<file path="src/rtl/register_file_arbiter_if.sv">
// -----------------------------------------------------------------------------
// register_file_arbiter_if
// One requester channel of the register file arbiter: a valid/ready request
// (read of two addresses, or a write to address A) and a registered response.
//   valid, write, addr_a, addr_b, wdata : requester -> arbiter
//   ready                               : arbiter -> requester, grant this cycle
//   rsp_valid, rsp_data_a, rsp_data_b   : arbiter -> requester, one cycle later
// -----------------------------------------------------------------------------
interface register_file_arbiter_if #(
    parameter int DATA_WIDTH = 16,
    parameter int ADDR_WIDTH = 6
);
    logic                  valid;
    logic                  write;
    logic [ADDR_WIDTH-1:0] addr_a;
    logic [ADDR_WIDTH-1:0] addr_b;
    logic [DATA_WIDTH-1:0] wdata;
    logic                  ready;
    logic                  rsp_valid;
    logic [DATA_WIDTH-1:0] rsp_data_a;
    logic [DATA_WIDTH-1:0] rsp_data_b;

    modport master (
        output valid, write, addr_a, addr_b, wdata,
        input  ready, rsp_valid, rsp_data_a, rsp_data_b
    );

    modport slave (
        input  valid, write, addr_a, addr_b, wdata,
        output ready, rsp_valid, rsp_data_a, rsp_data_b
    );
endinterface

</file>
<file path="src/rtl/register_file_arbiter.sv">
// -----------------------------------------------------------------------------
// register_file_arbiter
// Access controller for a 2**ADDR_WIDTH x DATA_WIDTH register file with one
// write port and two asynchronous read ports. Zero-clears the whole file after
// reset or on clear_start_i, then shares the file between two requesters with
// round-robin arbitration. Every accepted request gets a registered response
// one cycle later (writes return the pre-write contents of address A).
//   clock_i, n_reset_i    : clock, asynchronous active-low reset
//   clear_start_i         : request a zero-clear sweep (sampled in SERVE only)
//   busy_o                : clear sweep in progress
//   req0_if, req1_if      : requester channels (slave side)
//   rf_write_enable_o, rf_address_a_o, rf_address_b_o, rf_write_data_o : to file
//   rf_read_data_a_i, rf_read_data_b_i : combinational read data from file
//
// state    | meaning
// ---------+-----------------------------------------------------------------
// ST_CLEAR | writing zero to address clear_count_q, no grants
// ST_SERVE | arbitrating requesters, or starting a new sweep on clear_start_i
// -----------------------------------------------------------------------------
module register_file_arbiter #(
    parameter int DATA_WIDTH = 16,
    parameter int ADDR_WIDTH = 6
) (
    input  logic                    clock_i,
    input  logic                    n_reset_i,
    input  logic                    clear_start_i,
    output logic                    busy_o,
    register_file_arbiter_if.slave  req0_if,
    register_file_arbiter_if.slave  req1_if,
    output logic                    rf_write_enable_o,
    output logic [ADDR_WIDTH-1:0]   rf_address_a_o,
    output logic [ADDR_WIDTH-1:0]   rf_address_b_o,
    output logic [DATA_WIDTH-1:0]   rf_write_data_o,
    input  logic [DATA_WIDTH-1:0]   rf_read_data_a_i,
    input  logic [DATA_WIDTH-1:0]   rf_read_data_b_i
);
    typedef enum logic {ST_CLEAR, ST_SERVE} state_t;

    localparam logic [ADDR_WIDTH-1:0] LAST_ADDR = '1;

    state_t                state_q, state_d;
    logic [ADDR_WIDTH-1:0] clear_count_q, clear_count_d;
    logic                  ptr_q, ptr_d;
    logic                  grant0, grant1;

    logic                  rsp0_valid_q, rsp1_valid_q;
    logic [DATA_WIDTH-1:0] rsp0_data_a_q, rsp0_data_b_q;
    logic [DATA_WIDTH-1:0] rsp1_data_a_q, rsp1_data_b_q;

    always_comb begin
        state_d           = state_q;
        clear_count_d     = clear_count_q;
        ptr_d             = ptr_q;
        grant0            = 1'b0;
        grant1            = 1'b0;
        busy_o            = 1'b0;
        rf_write_enable_o = 1'b0;
        rf_address_a_o    = '0;
        rf_address_b_o    = '0;
        rf_write_data_o   = '0;
        case (state_q)
            ST_CLEAR: begin
                busy_o            = 1'b1;
                rf_write_enable_o = 1'b1;
                rf_address_a_o    = clear_count_q;
                // Count wraps to zero on the last address, so the next sweep
                // always starts from address 0 without an explicit reload.
                clear_count_d     = clear_count_q + 1'b1;
                if (clear_count_q == LAST_ADDR) begin
                    state_d = ST_SERVE;
                end
            end
            ST_SERVE: begin
                if (clear_start_i) begin
                    state_d = ST_CLEAR;
                end else if (req0_if.valid && (!req1_if.valid || !ptr_q)) begin
                    grant0 = 1'b1;
                end else if (req1_if.valid) begin
                    grant1 = 1'b1;
                end
                // Pointer names the requester that wins the next contention.
                if (grant0) begin
                    ptr_d             = 1'b1;
                    rf_write_enable_o = req0_if.write;
                    rf_address_a_o    = req0_if.addr_a;
                    rf_address_b_o    = req0_if.addr_b;
                    rf_write_data_o   = req0_if.wdata;
                end else if (grant1) begin
                    ptr_d             = 1'b0;
                    rf_write_enable_o = req1_if.write;
                    rf_address_a_o    = req1_if.addr_a;
                    rf_address_b_o    = req1_if.addr_b;
                    rf_write_data_o   = req1_if.wdata;
                end
            end
            default: state_d = ST_CLEAR;
        endcase
    end

    always_ff @(posedge clock_i or negedge n_reset_i) begin
        if (!n_reset_i) begin
            state_q       <= ST_CLEAR;
            clear_count_q <= '0;
            ptr_q         <= 1'b0;
            rsp0_valid_q  <= 1'b0;
            rsp1_valid_q  <= 1'b0;
            rsp0_data_a_q <= '0;
            rsp0_data_b_q <= '0;
            rsp1_data_a_q <= '0;
            rsp1_data_b_q <= '0;
        end else begin
            state_q       <= state_d;
            clear_count_q <= clear_count_d;
            ptr_q         <= ptr_d;
            rsp0_valid_q  <= grant0;
            rsp1_valid_q  <= grant1;
            // Read data is sampled before the write lands: read-before-write.
            if (grant0) begin
                rsp0_data_a_q <= rf_read_data_a_i;
                rsp0_data_b_q <= rf_read_data_b_i;
            end
            if (grant1) begin
                rsp1_data_a_q <= rf_read_data_a_i;
                rsp1_data_b_q <= rf_read_data_b_i;
            end
        end
    end

    assign req0_if.ready      = grant0;
    assign req1_if.ready      = grant1;
    assign req0_if.rsp_valid  = rsp0_valid_q;
    assign req1_if.rsp_valid  = rsp1_valid_q;
    assign req0_if.rsp_data_a = rsp0_data_a_q;
    assign req0_if.rsp_data_b = rsp0_data_b_q;
    assign req1_if.rsp_data_a = rsp1_data_a_q;
    assign req1_if.rsp_data_b = rsp1_data_b_q;

endmodule

</file>
<file path="src/flat_wrapper.sv">
// flat-port wrapper written by rule: the top's interface ports become plain ports
module register_file_arbiter_flat 
#(
    parameter int DATA_WIDTH = 16,
    parameter int ADDR_WIDTH = 6
)
  (clock_i, n_reset_i, clear_start_i, busy_o, rf_write_enable_o, rf_address_a_o, rf_address_b_o, rf_write_data_o, rf_read_data_a_i, rf_read_data_b_i, req0_if_valid, req0_if_write, req0_if_addr_a, req0_if_addr_b, req0_if_wdata, req0_if_ready, req0_if_rsp_valid, req0_if_rsp_data_a, req0_if_rsp_data_b, req1_if_valid, req1_if_write, req1_if_addr_a, req1_if_addr_b, req1_if_wdata, req1_if_ready, req1_if_rsp_valid, req1_if_rsp_data_a, req1_if_rsp_data_b);
  register_file_arbiter_if #(.DATA_WIDTH(DATA_WIDTH), .ADDR_WIDTH(ADDR_WIDTH)) req0_if_i ();
  register_file_arbiter_if #(.DATA_WIDTH(DATA_WIDTH), .ADDR_WIDTH(ADDR_WIDTH)) req1_if_i ();
  input  logic clock_i;
  input  logic n_reset_i;
  input  logic clear_start_i;
  output logic busy_o;
  output logic rf_write_enable_o;
  output logic [ADDR_WIDTH-1:0] rf_address_a_o;
  output logic [ADDR_WIDTH-1:0] rf_address_b_o;
  output logic [DATA_WIDTH-1:0] rf_write_data_o;
  input  logic [DATA_WIDTH-1:0] rf_read_data_a_i;
  input  logic [DATA_WIDTH-1:0] rf_read_data_b_i;
  input wire logic [$bits(req0_if_i.valid)-1:0] req0_if_valid;
  input wire logic [$bits(req0_if_i.write)-1:0] req0_if_write;
  input wire logic [$bits(req0_if_i.addr_a)-1:0] req0_if_addr_a;
  input wire logic [$bits(req0_if_i.addr_b)-1:0] req0_if_addr_b;
  input wire logic [$bits(req0_if_i.wdata)-1:0] req0_if_wdata;
  output wire logic [$bits(req0_if_i.ready)-1:0] req0_if_ready;
  output wire logic [$bits(req0_if_i.rsp_valid)-1:0] req0_if_rsp_valid;
  output wire logic [$bits(req0_if_i.rsp_data_a)-1:0] req0_if_rsp_data_a;
  output wire logic [$bits(req0_if_i.rsp_data_b)-1:0] req0_if_rsp_data_b;
  input wire logic [$bits(req1_if_i.valid)-1:0] req1_if_valid;
  input wire logic [$bits(req1_if_i.write)-1:0] req1_if_write;
  input wire logic [$bits(req1_if_i.addr_a)-1:0] req1_if_addr_a;
  input wire logic [$bits(req1_if_i.addr_b)-1:0] req1_if_addr_b;
  input wire logic [$bits(req1_if_i.wdata)-1:0] req1_if_wdata;
  output wire logic [$bits(req1_if_i.ready)-1:0] req1_if_ready;
  output wire logic [$bits(req1_if_i.rsp_valid)-1:0] req1_if_rsp_valid;
  output wire logic [$bits(req1_if_i.rsp_data_a)-1:0] req1_if_rsp_data_a;
  output wire logic [$bits(req1_if_i.rsp_data_b)-1:0] req1_if_rsp_data_b;
  assign req0_if_i.valid = req0_if_valid;
  assign req0_if_i.write = req0_if_write;
  assign req0_if_i.addr_a = req0_if_addr_a;
  assign req0_if_i.addr_b = req0_if_addr_b;
  assign req0_if_i.wdata = req0_if_wdata;
  assign req0_if_ready = req0_if_i.ready;
  assign req0_if_rsp_valid = req0_if_i.rsp_valid;
  assign req0_if_rsp_data_a = req0_if_i.rsp_data_a;
  assign req0_if_rsp_data_b = req0_if_i.rsp_data_b;
  assign req1_if_i.valid = req1_if_valid;
  assign req1_if_i.write = req1_if_write;
  assign req1_if_i.addr_a = req1_if_addr_a;
  assign req1_if_i.addr_b = req1_if_addr_b;
  assign req1_if_i.wdata = req1_if_wdata;
  assign req1_if_ready = req1_if_i.ready;
  assign req1_if_rsp_valid = req1_if_i.rsp_valid;
  assign req1_if_rsp_data_a = req1_if_i.rsp_data_a;
  assign req1_if_rsp_data_b = req1_if_i.rsp_data_b;
  register_file_arbiter #(.DATA_WIDTH(DATA_WIDTH), .ADDR_WIDTH(ADDR_WIDTH)) u_core (.clock_i(clock_i), .n_reset_i(n_reset_i), .clear_start_i(clear_start_i), .busy_o(busy_o), .req0_if(req0_if_i), .req1_if(req1_if_i), .rf_write_enable_o(rf_write_enable_o), .rf_address_a_o(rf_address_a_o), .rf_address_b_o(rf_address_b_o), .rf_write_data_o(rf_write_data_o), .rf_read_data_a_i(rf_read_data_a_i), .rf_read_data_b_i(rf_read_data_b_i));
endmodule
</file>
<file path="config.mk">
export PLATFORM = sky130hd
export DESIGN_NAME = register_file_arbiter_flat
export DESIGN_NICKNAME = d
export VERILOG_FILES = /design/src/rtl/register_file_arbiter_if.sv /design/src/rtl/register_file_arbiter.sv /design/src/flat_wrapper.sv
export SDC_FILE = /design/constraint.sdc
export NUM_CORES = 1
export LEC_CHECK = 0
export CAP_MARGIN = 25
export CORE_ASPECT_RATIO = 1.1
export CORE_MARGIN = 5
export CORE_UTILIZATION = 34
export DETAILED_ROUTE_END_ITERATION = 7
export PLACE_DENSITY = 0.86
export SKIP_CTS_REPAIR_TIMING = 1
export SLEW_MARGIN = 20
export SYNTH_ARGS = -nofsm -noshare
export SYNTH_HDL_FRONTEND = slang
export SYNTH_SLANG_ARGS = --single-unit
</file>
<file path="constraint.sdc">
create_clock -name clock_i -period 1.4 [get_ports clock_i]
set_clock_uncertainty 0.15 [all_clocks]
set_input_delay 0.14 -clock clock_i [delete_from_list [all_inputs] [get_ports clock_i]]
set_output_delay 0.14 -clock clock_i [all_outputs]
set_load 0.01 [all_outputs]
</file>
==> results of run 1 <==
-- report_power, final --
part           total [mW]  switching, mW  internal (mW)  leakage, nW
Combinational        3.78           1.38           2.40         2.59
Sequential           3.30          0.402           2.90        0.967
Clock                1.49          0.795          0.691       0.0847
Total                8.57           2.57           5.99         3.64
-- through the flow --
stage               utilization [%]  power [mW]  area (sq um)  std cells  TNS, ps
floorplan                         -        4.96          3320        211    -5350
global placement               57.8        7.20          5410        528   -63290
detailed placement             57.8        7.33          5410        528   -66070
CTS                            59.7        8.88          5590        544   -64540
global route                   62.4        9.08          5840        550   -44270
finish                         62.4        8.57          5840        550   -36280
-- metal layers --
metal	vias up	GRT usage, %
met2	94	27.5
met1	1314	21.6
met4	0	4.75
met5	-	0
li1	1212	-
met3	14	3.85
-- state kept, by name (all words and copies together), names as in the netlist --
name	flops
u_core.clear_count_q	6
u_core.req1_if.rsp_valid	1
u_core.ptr_q	1
u_core.req0_if.rsp_valid	1
u_core.req0_if.rsp_data_b	16
u_core.req1_if.rsp_data_a	16
u_core.req1_if.rsp_data_b	16
u_core.state_q	1
u_core.req0_if.rsp_data_a	16
-- worst reg2reg max path, stage by stage, from the launching register on --
cell and delay (ps):
dfrtp_1 410, nand2b_4 150, nand4b_1 120, buf_4 450, mux2_2 440
-- layout by cell type, fill, tap and decap left out, types with 2 or more instances in the layout --
| cell type | Yosys | routed |
|---|---|---|
| dlymetal6s2s_1 | 0 | 68 |
| clkbuf_16 | 0 | 4 |
| nand4b_1 | 3 | 3 |
| buf_2 | 4 | 4 |
| buf_4 | 1 | 14 |
| a22o_1 | 22 | 22 |
| clkinvlp_4 | 0 | 3 |
| mux2_2 | 46 | 30 |
| clkbuf_8 | 0 | 10 |
| xnor2_1 | 5 | 5 |
| nand2_1 | 3 | 3 |
| nor2b_1 | 6 | 4 |
| dfrtp_1 | 74 | 74 |
| nand3_1 | 4 | 4 |
| clkbuf_2 | 0 | 24 |
| mux2_4 | 19 | 35 |
| clkinv_2 | 0 | 2 |
| buf_6 | 6 | 6 |
| a221o_1 | 6 | 6 |
| clkdlybuf4s50_1 | 0 | 93 |
| buf_12 | 2 | 5 |
-- cell families (layout without fill, tap and decap cells) --
| family | count (synthesis) | count (layout) | share of synthesized area, % |
|---|---|---|---|
| AO/OA/AOI/OAI | 30 | 30 | 8.21 |
| XOR/XNOR | 5 | 5 | 1.35 |
| adder cells (fa/ha/maj) | 1 | 1 | 0.385 |
| buffers and inverters | 16 | 238 | 4.51 |
| flip-flops | 74 | 74 | 57.0 |
| multiplexers | 65 | 65 | 24.7 |
| AND/OR/NAND/NOR | 20 | 20 | 3.81 |
-- layout make-up --
cell class | instances | area [sq um] | share of cell area [%]
multi-input cells | 121 | 1330 | 22.8
flip-flops and latches | 74 | 1850 | 31.7
inverters | 2 | 10.0 | 0.172
clock inverters | 6 | 41.3 | 0.708
well taps | 117 | 146 | 2.51
clock buffers | 10 | 138 | 2.36
repair buffers | 220 | 2320 | 39.8
-- path summary, 6_finish.rpt --
path	slack (ps)	cells after the start	end
hold / removal	220	3	u_core.req1_if.rsp_data_a[12]
hold reg to reg	350	1	u_core.req1_if.rsp_data_a[2]
setup / recovery	-590	7	rf_write_data_o[10]
max in group asynchronous	560	3	u_core.req1_if.rsp_data_a[4]
setup reg to reg	-420	4	u_core.req1_if.rsp_data_a[6]
min in group clock_i	290	2	u_core.req0_if.rsp_data_a[0]
==> results_dict.tcl, run 1 <==
set metrics [dict create \
    met2WireLength_um 5490 \
    overflow 0 \
    synth-edff-count 0 \
    worst_pin_slew_ps 519 \
    syn_nets 307 \
    worst_ep_arrival_time_ps 1700 \
    met1Wirelength_um 4160 \
    violations "setup timing" \
    max_slew_margin_pct 65.4 \
    detail_route.iter0.violations 76 \
    drc 0 \
    routabilityCongestion 0.907 \
    cts_buffers 9 \
    pre_cts_ws_ps -887 \
    cp-start-kind "flop" \
    fmax_mhz 502 \
    cp-end-kind "output pin" \
    setup_slack_ps -592 \
    cts_sinks 74 \
    setup_violations 96 \
    cts.clk_slew.worst_paths_ps 80 \
    grt_pass1_wl_um 15100 \
    r2r_start "u_core.ptr_q" \
    yosysWarnings 0 \
    core-area_sq_um 9350 \
    die_y_um 113 \
    ys_ff_latch 74 \
    layout.nets 524 \
    n_antenna_cell 0 \
    ios 193 \
    grt_max_degree 75 \
    synth-seq-area-share_pct 57.0 \
    post-route-min-period_ps 1990 \
    synth_cell_types 24 \
    die_w_um 103 \
    antenna_found_initial 0 \
    wl_um 10500 \
    grt_use_total_pct 16.6 \
    worstSetupPathType "reg2out" \
    netlist_area_sq_um 3250 \
    peakVddDrop_mv 0.886 \
    rsz0062_at_grt "true" \
    routed-via-count 2634 \
    synth.area.top_cells "dfrtp_1, mux2_2, mux2_4" \
    nFillCells 709 \
    yosys-top-cells-count "dfrtp_1, mux2_2, a22o_1" \
    io_buffers 192 \
    die_area_sq_um 11600 \
    fp-row-count 37 \
    post_synth.cell_area_avg_sq_um 15.4 \
    holdWs_ps 220 \
    cap_violations 0 \
    cp.required_ps 1110 \
    yosysMostFrequentCell "dfrtp_1" \
    wire_per_inst_um 19.2 \
    postRouteAntennaNets 0 \
    clk_latency_ps 330 \
    yosysTopAreaCell "dfrtp_1" \
    synthArstFlopShare_pct 100 \
    drive_gt1_share_pct 33.5 \
    status "finished with violations" \
    syn_inst 211 \
    via_per_inst 4.79 \
    dpl.hpwl_um 7540 \
    synth_top_area_share_pct 57.0 \
    slowest_delay_ps 410 \
    first_global_vias 2865 \
    wl_met3_um 761 \
    clk_path_buf_depth 2 \
    top_layer "met4" \
    ys.flop_type "dfrtp_1" \
    clock-root-buffer "clkbuf_8" \
    post-route-period-util_pct 142 \
    worst_hold_path_type "in2async" \
    cts_htree_levels 3 \
    cpMaxStageDelayCell "dfrtp_1" \
    leakagePower_nw 3.64 \
    path_max_fanout 5 \
    initial_utilization_pct 34.7 \
    startpoint "u_core.ptr_q" \
    power.density_nw_per_um2 1470 \
    path_buf_inv 4 \
    drv_slew 0 \
    syn_to_final_growth_pct 79.7 \
    cp_top_family "buffers and inverters" \
    cts_tree "yes" \
    firstDrtPassIters 4 \
    final-hold-violation-count 0 \
    crit_chain "nand2b_4 -> nand4b_1 -> inv_2 -> buf_6 -> clkbuf_16 -> a22o_1 -> clkbuf_2" \
]
No activity file was read; power rests on OpenSTA's default activity.
==> run 2, diff against run 1 <==
--- a/config.mk
+++ b/config.mk
@@ -10,6 +10,7 @@
 export CORE_MARGIN = 5
 export CORE_UTILIZATION = 34
 export DETAILED_ROUTE_END_ITERATION = 7
+export HOLD_SLACK_MARGIN = 0.03
 export PLACE_DENSITY = 0.86
 export SKIP_CTS_REPAIR_TIMING = 1
 export SLEW_MARGIN = 20
==> results of run 2 <==
Same layout as run 1: the final DEF is identical, and so are final timing and power.
==> run 3, diff against run 2 <==
--- a/config.mk
+++ b/config.mk
@@ -8,10 +8,11 @@
 export CAP_MARGIN = 25
 export CORE_ASPECT_RATIO = 1.1
 export CORE_MARGIN = 5
-export CORE_UTILIZATION = 34
+export CORE_UTILIZATION = 43
 export DETAILED_ROUTE_END_ITERATION = 7
+export DONT_BUFFER_PORTS = 1
 export HOLD_SLACK_MARGIN = 0.03
-export PLACE_DENSITY = 0.86
+export PLACE_DENSITY = 0.69
 export SKIP_CTS_REPAIR_TIMING = 1
 export SLEW_MARGIN = 20
 export SYNTH_ARGS = -nofsm -noshare
==> results_dict.tcl, run 3 (synthesis gave the netlist of run 1 again) <==
set metrics [dict create \
    layout.nets 363 \
    post-route-min-period_ps 1910 \
    startpoint "u_core.ptr_q" \
    cts_sinks 74 \
    dpl.hpwl_um 5630 \
    cp.required_ps 1110 \
    drc 0 \
    cts_buffers 9 \
    firstDrtPassIters 4 \
    die_w_um 92.9 \
    cts.clk_slew.worst_paths_ps 80 \
    reg2reg_depth 5 \
    grt_pass1_wl_um 11000 \
    cp_top_family "compound AO/OA/AOI/OAI gates" \
    die_y_um 101 \
    worst_ep_arrival_time_ps 1620 \
    routabilityCongestion 0.761 \
    nFillCells 572 \
    detail_route.iter0.violations 43 \
    n_antenna_cell 0 \
    via_per_inst 5.81 \
    dpl_cell_area_sq_um 3410 \
    antenna_found_initial 0 \
    initial_utilization_pct 43.7 \
    clk_path_buf_depth 2 \
    syn_to_final_growth_pct 35.6 \
    clock-root-buffer "clkbuf_8" \
    peakVddDrop_mv 0.836 \
    fp-row-count 33 \
    layout_commonest_cell "dfrtp_1" \
    violations "hold timing, setup timing" \
    path_buf_inv 1 \
    worst_pin_slew_ps 190 \
    cpMaxStageDelayCell "a221o_1" \
    slowest_delay_ps 400 \
    timing.rr.end "u_core.req0_if.rsp_data_a[4]" \
    cap_violations 0 \
    wire_per_inst_um 25.6 \
    setup_violations 96 \
    path_max_fanout 9 \
    io_buffers 0 \
    multiInputGateArea_sq_um 1460 \
    final-hold-violation-count 74 \
    crit_chain "nand2_1 -> and4b_4 -> buf_12 -> a221o_1" \
    grt_use_total_pct 15.5 \
    rsz0062_at_grt "true" \
    ios 193 \
    cp-end-kind "output pin" \
    status "finished with violations" \
    post-route-period-util_pct 136 \
    design_area_sq_um 4410 \
    pre_cts_ws_ps -246 \
    overflow 0 \
    fin_setup_tns_ps -32860 \
    die_area_sq_um 9390 \
    leakagePower_nw 2.12 \
    postRouteAntennaNets 0 \
    mostFrequentLayoutCells "dfrtp_1, mux2_4, dlygate4sd3_1, mux2_2, a22o_1" \
    ff_latch_area_sq_um 1850 \
    power.density_nw_per_um2 1710 \
    worst_hold_path_type "in2async" \
    drv_slew 0 \
    worstSetupPathType "reg2out" \
    cp-start-kind "flop" \
    routed-via-count 2080 \
    r2r_start "u_core.ptr_q" \
    first_global_vias 1955 \
    clk_latency_ps 330 \
    drive_gt1_share_pct 43.9 \
    cts_tree "yes" \
    grt_max_degree 75 \
    cts_htree_levels 3 \
    wl_um 9150 \
    fmax_mhz 524 \
    r2r_slack_ps -410 \
    core-area_sq_um 7430 \
    holdWs_ps -660 \
    max_slew_margin_pct 87.3 \
    setup_slack_ps -509 \
]
==> run 3: cell types whose count changed in the layout (fill, tap and decap cells not counted), sizes merged <==
cell	previous run	this run
clkinvlp	3	0
buf	30	20
inv	3	2
bufinv	0	3
clkbuf	38	16
clkdlybuf4s50	93	0
dlymetal6s2s	68	0
dlygate4sd3	1	33
==> run 3: worst max-delay path by stage <==
stage	end	slack [ps]	cells past startpoint
after CTS	rf_write_data_o[5]	-580	6
final	rf_address_a_o[3]	-510	4
after global placement	u_core.req0_if.rsp_data_b[0]	-200	4
after global routing	rf_address_a_o[3]	-570	4
after detailed placement	u_core.req0_if.rsp_data_b[6]	-250	4
after floorplan	u_core.req1_if.rsp_data_a[10]	-100	5
==> run 3: where the power goes <==
| part | internal, mW | switching (mW) |
|---|---|---|
| registers | 2.91 | 0.950 |
| clock network | 1.18 | 0.750 |
| logic | 1.21 | 0.536 |
==> run 3: cell type report <==
cell class / instances / area share [%]
clock buffer: 10 / 2.90
clock inverter: 5 / 2.36
inverter: 2 / 0.170
multi-input combinational: 121 / 33.0
sequential: 74 / 42.0
tap: 87 / 2.47
timing repair buffer: 59 / 17.0
==> run 3: routing by layer <==
metal	wire length [um]	track usage, %
met1	3790	21.0
met2	4600	21.9
met3	593	6.39
met4	163	6.54
met5	0	0
==> run 3: metrics by stage <==
step | power (mW) | hold WS (ps) | cells | utilization, %
after floorplan | 4.96 | -306 | 211 | -
after global placement | 5.27 | -304 | 294 | 45.9
after detailed placement | 5.34 | -304 | 294 | 45.9
after CTS | 7.28 | -676 | 309 | 49.0
after global routing | 7.93 | -699 | 358 | 59.3
final | 7.53 | -660 | 358 | 59.3
